**config.mk**
```make
export PLATFORM = sky130hd
export DESIGN_NAME = updown_cnt_ctrl
export DESIGN_NICKNAME = d
export VERILOG_FILES = /design/src/rtl/updown_cnt_ctrl.sv
export SDC_FILE = /design/constraint.sdc
export NUM_CORES = 1
export LEC_CHECK = 0
export ABC_AREA = 0
export BUFFER_PORTS_ARGS = -buffer_cell sky130_fd_sc_hd__buf_2
export CORE_MARGIN = 2
export CORE_UTILIZATION = 40
export DETAILED_ROUTE_END_ITERATION = 10
export PLACE_DENSITY = 0.57
export SYNTH_ARGS = -nofsm -noshare
export SYNTH_HDL_FRONTEND = slang
export SYNTH_SLANG_ARGS = --single-unit
```
**constraint.sdc**
```tcl
create_clock -name clk -period 2.3 [get_ports clk]
set_clock_uncertainty 0.1 [all_clocks]
set_input_delay 0.69 -clock clk [delete_from_list [all_inputs] [get_ports clk]]
set_output_delay 0.69 -clock clk [all_outputs]
set_load 0.02 [all_outputs]
```
**src/rtl/updown_cnt_ctrl.sv**
```systemverilog
// updown_cnt_ctrl: push-button run/stop/clear control for a 0..9999 counter.
// Each raw button goes through a 2-FF synchroniser, a debouncer and an edge
// detector. Counting is paced by an internal tick enable on the system clock.
// Optional feature macro: UPDOWN_MODE_EN (adds btn_mode and down counting).

module updown_cnt_btn_path #(
    parameter int DEBOUNCE_CYC = 1_000_000
) (
    input  logic clk,
    input  logic rst,
    input  logic btn,
    output logic press
);

    // The counter only has to reach DEBOUNCE_CYC-1 before the level flips.
    localparam int CW = (DEBOUNCE_CYC > 1) ? $clog2(DEBOUNCE_CYC) : 1;
    localparam logic [CW-1:0] CNT_LAST = CW'(DEBOUNCE_CYC - 1);
    localparam logic [CW-1:0] CNT_ONE  = CW'(1);

    logic          sync1;
    logic          sync2;
    logic          deb_lvl;
    logic          deb_dly;
    logic [CW-1:0] deb_cnt;

    // Bring the asynchronous button into the clock domain.
    always_ff @(posedge clk) begin
        if (rst) begin
            sync1 <= 1'b0;
            sync2 <= 1'b0;
        end else begin
            sync1 <= btn;
            sync2 <= sync1;
        end
    end

    // Accept a level change only after it has been stable long enough.
    always_ff @(posedge clk) begin
        if (rst) begin
            deb_cnt <= '0;
            deb_lvl <= 1'b0;
        end else if (sync2 == deb_lvl) begin
            deb_cnt <= '0;
        end else if (deb_cnt == CNT_LAST) begin
            deb_cnt <= '0;
            deb_lvl <= sync2;
        end else begin
            deb_cnt <= deb_cnt + CNT_ONE;
        end
    end

    // Delayed copy of the debounced level for rising-edge detection.
    always_ff @(posedge clk) begin
        if (rst) begin
            deb_dly <= 1'b0;
        end else begin
            deb_dly <= deb_lvl;
        end
    end

    assign press = deb_lvl & ~deb_dly;

endmodule

module updown_cnt_ctrl #(
    parameter int CLK_FREQ     = 100_000_000,
    parameter int TICK_HZ      = 10,
    parameter int DEBOUNCE_CYC = 1_000_000
) (
    input  logic        clk,
    input  logic        rst,
    input  logic        btn_run,
    input  logic        btn_clear,
    input  logic        btn_mode,
    output logic [13:0] cnt,
    output logic        o_run,
    output logic        o_dir
);

    localparam int DIV   = CLK_FREQ / TICK_HZ;
    localparam int DIV_W = (DIV > 1) ? $clog2(DIV) : 1;
    localparam logic [DIV_W-1:0] DIV_LAST = DIV_W'(DIV - 1);
    localparam logic [DIV_W-1:0] DIV_ONE  = DIV_W'(1);
    localparam logic [13:0]      CNT_MAX  = 14'd9999;

    typedef enum logic [1:0] {
        STOP  = 2'd0,
        RUN   = 2'd1,
        CLEAR = 2'd2
    } state_t;

    state_t           state_q;
    state_t           state_n;
    logic             run_p;
    logic             clear_p;
    logic             dir_q;
    logic             run_q;
    logic             tick;
    logic [DIV_W-1:0] div_q;
    logic [13:0]      cnt_q;

    updown_cnt_btn_path #(.DEBOUNCE_CYC(DEBOUNCE_CYC)) u_run_path (
        .clk   (clk),
        .rst   (rst),
        .btn   (btn_run),
        .press (run_p)
    );

    updown_cnt_btn_path #(.DEBOUNCE_CYC(DEBOUNCE_CYC)) u_clear_path (
        .clk   (clk),
        .rst   (rst),
        .btn   (btn_clear),
        .press (clear_p)
    );

`ifdef UPDOWN_MODE_EN
    logic mode_p;

    updown_cnt_btn_path #(.DEBOUNCE_CYC(DEBOUNCE_CYC)) u_mode_path (
        .clk   (clk),
        .rst   (rst),
        .btn   (btn_mode),
        .press (mode_p)
    );

    // Each mode press flips the direction, whatever the run state.
    always_ff @(posedge clk) begin
        if (rst) begin
            dir_q <= 1'b0;
        end else if (mode_p) begin
            dir_q <= ~dir_q;
        end
    end
`else
    logic unused_btn_mode;
    assign unused_btn_mode = btn_mode;
    assign dir_q           = 1'b0;
`endif

    // Control state register.
    always_ff @(posedge clk) begin
        if (rst) begin
            state_q <= STOP;
        end else begin
            state_q <= state_n;
        end
    end

    // Next-state logic; a clear press outranks a simultaneous run press.
    always_comb begin
        state_n = state_q;
        case (state_q)
            STOP: begin
                if (clear_p) begin
                    state_n = CLEAR;
                end else if (run_p) begin
                    state_n = RUN;
                end
            end
            RUN: begin
                if (clear_p) begin
                    state_n = CLEAR;
                end else if (run_p) begin
                    state_n = STOP;
                end
            end
            CLEAR:   state_n = STOP;
            default: state_n = STOP;
        endcase
    end

    // Registered run indicator, aligned with the state register.
    always_ff @(posedge clk) begin
        if (rst) begin
            run_q <= 1'b0;
        end else begin
            run_q <= (state_n == RUN);
        end
    end

    // Tick divider: advances only in RUN, holds its phase while stopped.
    always_ff @(posedge clk) begin
        if (rst) begin
            div_q <= '0;
        end else if (state_q == CLEAR) begin
            div_q <= '0;
        end else if (state_q == RUN) begin
            if (div_q == DIV_LAST) begin
                div_q <= '0;
            end else begin
                div_q <= div_q + DIV_ONE;
            end
        end
    end

    // A pending clear suppresses a coinciding tick so the count goes straight to 0.
    assign tick = (state_q == RUN) && (div_q == DIV_LAST) && !clear_p;

    // Count register with wrap-around in both directions.
    always_ff @(posedge clk) begin
        if (rst) begin
            cnt_q <= '0;
        end else if (state_q == CLEAR) begin
            cnt_q <= '0;
        end else if (tick) begin
            if (dir_q) begin
                cnt_q <= (cnt_q == 14'd0) ? CNT_MAX : cnt_q - 14'd1;
            end else begin
                cnt_q <= (cnt_q == CNT_MAX) ? 14'd0 : cnt_q + 14'd1;
            end
        end
    end

    assign cnt   = cnt_q;
    assign o_run = run_q;
    assign o_dir = dir_q;

endmodule

```
==> results_dict.tcl, run 1 <==
set metrics [dict create \
    grt_pass1_wl_um 12900 \
    worstHoldPathCells 1 \
    slowest_delay_ns 0.54 \
    pre_cts_slack_ns -0.0458 \
    critPathBufInv 0 \
    start_util 0.407 \
    path_max_fanout 8 \
    drive_gt1_frac 0.192 \
    num_rows 36 \
    dr_total_vias 3181 \
    cts_buffers 9 \
    power_density_nw_per_um2 559 \
    stdcell_count 649 \
    synth_nets 463 \
    finalHoldViolations 0 \
    grt_start_max_net_pins 24 \
    worstPathArrival_ns 2.43 \
    fmax_mhz 447 \
    hold_end "u_clear_path.sync2" \
    htreeDepth 3 \
    reg2reg_to "cnt[4]" \
    layout_setup_ws_ns 0.0608 \
    track_usage 0.152 \
    grt_pass1_vias 2920 \
    viasPerCell 4.90 \
    slew_viol_final 0 \
    switchingPower_mw 0.545 \
    rr_startpoint "div_q[0]" \
    use_met3 0.0450 \
    diodes 0 \
    syn_area_um2 3940 \
    cts_tree "built" \
    p_seq_frac 0.588 \
    post_drt_wl_per_cell_um 11.7 \
    r2r_slack_ns 0.06 \
    placed_cells 632 \
    critical_path_class "register to register" \
    gp_congestion 0.775 \
    die_h_um 103 \
    power_frac_comb 0.014 \
    synth_area_leaders "dfxtp_1, nor2_1, xnor2_1, xor2_1, nand3_1" \
    synth_edf_count 0 \
    detailed_place_hpwl_um 5290 \
    whs_ns 0.339 \
    p_int_mw 2.09 \
    drtAntennaViolNets 0 \
    clock-root-buffer "clkbuf_8" \
    antenna_found_initial 0 \
    io_pins 21 \
    pwr-share-clk 0.398 \
    crit_chain "ha_4 -> nand3b_4 -> or3_4 -> or4_4 -> or3_2 -> a21oi_1" \
    setup_viol 0 \
    clk_latency_ns 0.35 \
    grt_util_met2 0.239 \
    path_delay_family "simple AND/OR/NAND/NOR gates" \
    synth_top_area_frac 0.452 \
    yosysSeqAreaShare 0.452 \
    yosysWarnings 0 \
    area_delta_synth_final_pct 19.4 \
    critPathRequiredTime_ns 2.49 \
    cp_slowest_cell "or4_4" \
    clk_pin_slew_ns 0.09 \
    status "completed" \
    ys_ff_latch 89 \
    post-route-util 0.486 \
    ys.flop_type "dfxtp_1" \
    yosys.area.top_type "dfxtp_1" \
    maxCapViolCount 0 \
    worstHoldStart "u_clear_path.sync1" \
    startpoint_type "register" \
    final_nets 520 \
    period_share 0.974 \
    rsz0062_at_grt "true" \
    p_sw_frac 0.207 \
    die_w_um 103 \
    cellLeakagePower_nw 1.63 \
    io_buffers 18 \
    rr_worst_depth 6 \
    cts_buffer_depth 2 \
    cts_sinks 89 \
    finalCriticalPeriod_ns 2.24 \
    setup.worst_path.end_class "register" \
    hold_path.class "register to register" \
    first_pass_iters 4 \
    drt_iter0_drc 119 \
    syn_inst 454 \
    cp-startpoint "div_q[0]" \
    ys_types 46 \
    ir_worst_vdd_uv 338 \
    ys_async_sr_fraction 0 \
    gr-usage-met1 0.199 \
    overflow 0 \
    die_area_um2 10700 \
    core_region_area_um2 9680 \
    top_usage_layer "met2" \
    drc 0 \
    synth_area_per_cell_um2 8.67 \
    tns_ns 0 \
    routed_wl_um 7610 \
]
==> power groups by stage <==
stage                     logic [mW]  clock network (mW)  registers (mW)
final                         0.0360                1.05            1.55
after global routing          0.0402                1.16            1.55
after CTS                     0.0363                1.10            1.55
after detailed placement      0.0360                   0            1.58
after global placement        0.0359                   0            1.58
after floorplan               0.0252                   0            1.58
==> flip-flops by register name, indices dropped and copies added, names as in the netlist <==
signal                cells
u_clear_path.deb_cnt     20
cnt                      14
o_run                     1
u_clear_path.sync1        1
div_q                    24
u_clear_path.deb_dly      1
state_q                   2
u_run_path.deb_cnt       20
u_clear_path.sync2        1
u_run_path.deb_dly        1
u_run_path.sync1          1
u_run_path.sync2          1
u_clear_path.deb_lvl      1
u_run_path.deb_lvl        1
==> metal layers <==
metal  up-vias  wire length, um
li1       1672                -
met4         0              111
met2        39             3410
met1      1460             3820
met5         -                0
met3        10              276
==> cells in the mapped netlist (5+ instances only) <==
cell	number
nand4_1	19
nor2b_1	7
a21oi_1	15
inv_1	11
and3_1	5
xor2_1	28
nor3_1	12
dfxtp_1	89
nand2_1	25
or4_1	5
nor4_1	11
clkbuf_1	8
o21ai_0	12
xnor2_1	33
nor2_1	87
or3_1	7
nand3_1	30
==> layout by cell type, fill, tap and decap left out, types with 3 or more instances in the layout <==
| master | Yosys | routed |
|---|---|---|
| nor2_1 | 87 | 87 |
| dfxtp_1 | 89 | 87 |
| buf_4 | 1 | 37 |
| xnor2_1 | 33 | 33 |
| nand3_1 | 30 | 30 |
| xor2_1 | 28 | 28 |
| nand2_1 | 25 | 25 |
| nand4_1 | 19 | 19 |
| buf_2 | 0 | 18 |
| nor3_1 | 12 | 12 |
| o21ai_0 | 12 | 12 |
| a21oi_1 | 15 | 12 |
| nor4_1 | 11 | 11 |
| inv_1 | 11 | 11 |
| clkbuf_8 | 1 | 10 |
| nor2b_1 | 7 | 7 |
| or3_1 | 7 | 6 |
| or4_1 | 5 | 5 |
| and3_1 | 5 | 5 |
| or2_2 | 4 | 4 |
| or3_4 | 1 | 4 |
| a31oi_1 | 4 | 4 |
| and2_1 | 3 | 3 |
| mux2i_1 | 3 | 3 |
| a21oi_2 | 0 | 3 |
| ha_1 | 4 | 3 |
| clkbuf_1 | 8 | 3 |
==> cell type report <==
type                            instances  area (um^2)
Fill cell                             953         4980
Multi-Input combinational cell        342         2110
Sequential cell                        89         1780
Timing Repair Buffer                   58          410
Tap cell                              133          166
Clock buffer                           13          149
Inverter                               11         41.3
Clock inverter                          3         40.0
==> stage by stage <==
stage          cell area, um^2  power [mW]
2_1_floorplan             3940        1.61
3_3_place_gp              4440        1.62
3_5_place_dp              4440        1.62
4_1_cts                   4660        2.69
5_1_grt                   4700        2.75
6_report                  4700        2.63
==> cells by family after synthesis <==
group	share of synthesized area
compound gates	0.0467
other cells	0.000952
buf+inv	0.0276
flops	0.452
fa+ha+maj	0.0127
simple gates	0.316
mux	0.00763
xor+xnor	0.136
==> worst max path at each step <==
stage / end / slack (ns) / cells past startpoint
finish: cnt[4] / 0.06 / 6
detailed placement: cnt[7] / -0.05 / 5
global route: cnt[3] / -0.008 / 6
global placement: cnt[7] / -0.008 / 6
CTS: cnt[3] / 0.006 / 6
floorplan: cnt[7] / 0.02 / 6
==> timing repair <==
action                     4_1_cts  5_1_grt
pin swaps                        7        5
buffers inserted                 1        0
resized for setup                6        7
setup endpoints to repair       10       11
cloned                           0        0
hold buffers                     0        0
Note: power is estimated with default switching activity, not from simulation.
==> run 2, diff against run 1 <==
Settings changed: PLACE_DENSITY 0.57 to 0.6.
==> results_dict.tcl, run 2 (synthesis gave the netlist of run 1 again) <==
set metrics [dict create \
    die_w_um 103 \
    clk_pin_slew_ns 0.09 \
    cellLeakagePower_nw 1.60 \
    maxCapViolCount 0 \
    cts_buffer_depth 2 \
    setup.worst_path.end_class "register" \
    drc 0 \
    final_cell_mix "nor2_1, dfxtp_1, buf_4" \
    viasPerCell 4.98 \
    tns_ns 0 \
    clock-root-buffer "clkbuf_8" \
    post_drt_wl_per_cell_um 11.5 \
    overflow 0 \
    path_max_fanout 8 \
    die_h_um 103 \
    reg.largest.list "div_q (24), u_clear_path.deb_cnt (20), u_run_path.deb_cnt (20)" \
    gp_congestion 0.760 \
    period_share 0.997 \
    routed_wl_um 7420 \
    critPathRequiredTime_ns 2.48 \
    core_region_area_um2 9680 \
    antenna_found_initial 0 \
    cts_buffers 9 \
    diodes 0 \
    startpoint_type "register" \
    status "completed" \
    largest_reg_flops 24 \
    start_util 0.407 \
    grt_pass1_wl_um 12900 \
    finalCriticalPeriod_ns 2.29 \
    die_area_um2 10700 \
    worstPathArrival_ns 2.48 \
    hold_path.class "register to register" \
    rsz0062_at_grt "true" \
    final_nets 515 \
    drive_gt1_frac 0.188 \
    cts_tree "built" \
    area_delta_synth_final_pct 18.2 \
    io_pins 21 \
    grt_start_max_net_pins 24 \
    drtAntennaViolNets 0 \
    fmax_mhz 436 \
    finalPower_mw 2.64 \
    finalHoldViolations 0 \
    first_pass_iters 4 \
    num_rows 36 \
    htreeDepth 3 \
    drt_iter0_drc 100 \
    cts_setup_buffers 0 \
    detailed_place_hpwl_um 5240 \
    fillers 953 \
    critical_path_class "register to register" \
    clk_latency_ns 0.34 \
    ir_worst_vdd_uv 286 \
    io_buffers 18 \
    regMostFlops "div_q" \
    cts_sinks 89 \
    dr_total_vias 3203 \
    track_usage 0.150 \
    power_density_nw_per_um2 568 \
    grt_pass1_vias 2988 \
    slew_viol_final 0 \
    setup_viol 0 \
]
-- run 2: cell types whose count changed in the layout (fill, tap and decap cells not counted), sizes merged --
| cell | change |
|---|---|
| clkbuf | -3 |
| buf | -5 |
| clkinv | +1 |
| clkinvlp | +1 |
-- run 2: what timing repair did --
item	4_1_cts	5_1_grt
endpoints found under the hold margin	0	0
pin swaps	4	3
endpoints found under the setup margin	5	12
gates resized for setup	8	3
hold buffers	0	0
-- run 2: critical path: stages (launching register included) --
cell	delay (ns)
dfxtp_2	0.36
ha_4	0.15
nand3b_4	0.08
or3_4	0.39
or4_4	0.55
or4_1	0.46
a21oi_2	0.14
-- run 2: layout make-up --
| class | count | area (um^2) | area share |
|---|---|---|---|
| multi-input combinational | 342 | 2100 | 0.452 |
| sequential | 89 | 1780 | 0.383 |
| timing repair buffer | 53 | 365 | 0.0785 |
| tap | 133 | 166 | 0.0358 |
| clock buffer | 10 | 138 | 0.0296 |
| clock inverter | 5 | 56.3 | 0.0121 |
| inverter | 11 | 41.3 | 0.00887 |
-- run 2: routing by layer --
layer  track usage  part of all wire  up-vias
li1              -                 -     1663
met1         0.195              0.48     1490
met2         0.247              0.47       45
met3        0.0410             0.034        5
met4        0.0405            0.0094        0
met5             0                 0        -
-- run 2: stage by stage --
| stage | setup slack (ns) | util | std cells | instance area (um^2) | hold WS [ns] |
|---|---|---|---|---|---|
| 6_report | 0.00751 | 0.481 | 643 | 4650 | 0.342 |
| 5_1_grt | -0.0526 | 0.481 | 643 | 4650 | 0.377 |
| 4_1_cts | -0.00257 | 0.479 | 643 | 4640 | 0.347 |
| 3_5_place_dp | -0.0450 | 0.455 | 628 | 4410 | 0.326 |
| 3_3_place_gp | -0.0101 | 0.455 | 628 | 4410 | 0.321 |
| 2_1_floorplan | 0.0150 | - | 454 | 3940 | 0.314 |
-- run 2: final timing paths --
| check | slack, ns | end | cells past startpoint | start |
|---|---|---|---|---|
| max | 0.008 | cnt[7] | 6 | div_q[1] |
| min | 0.34 | u_run_path.sync2 | 1 | u_run_path.sync1 |
| max reg2reg | 0.008 | cnt[7] | 6 | div_q[1] |
| min reg2reg | 0.34 | u_run_path.sync2 | 1 | u_run_path.sync1 |
-- run 2: power breakdown --
group	internal, mW	total (mW)	switching, mW
sequential	1.54	1.55	0.00235
clock	0.524	1.06	0.538
combinational	0.0113	0.0356	0.0243
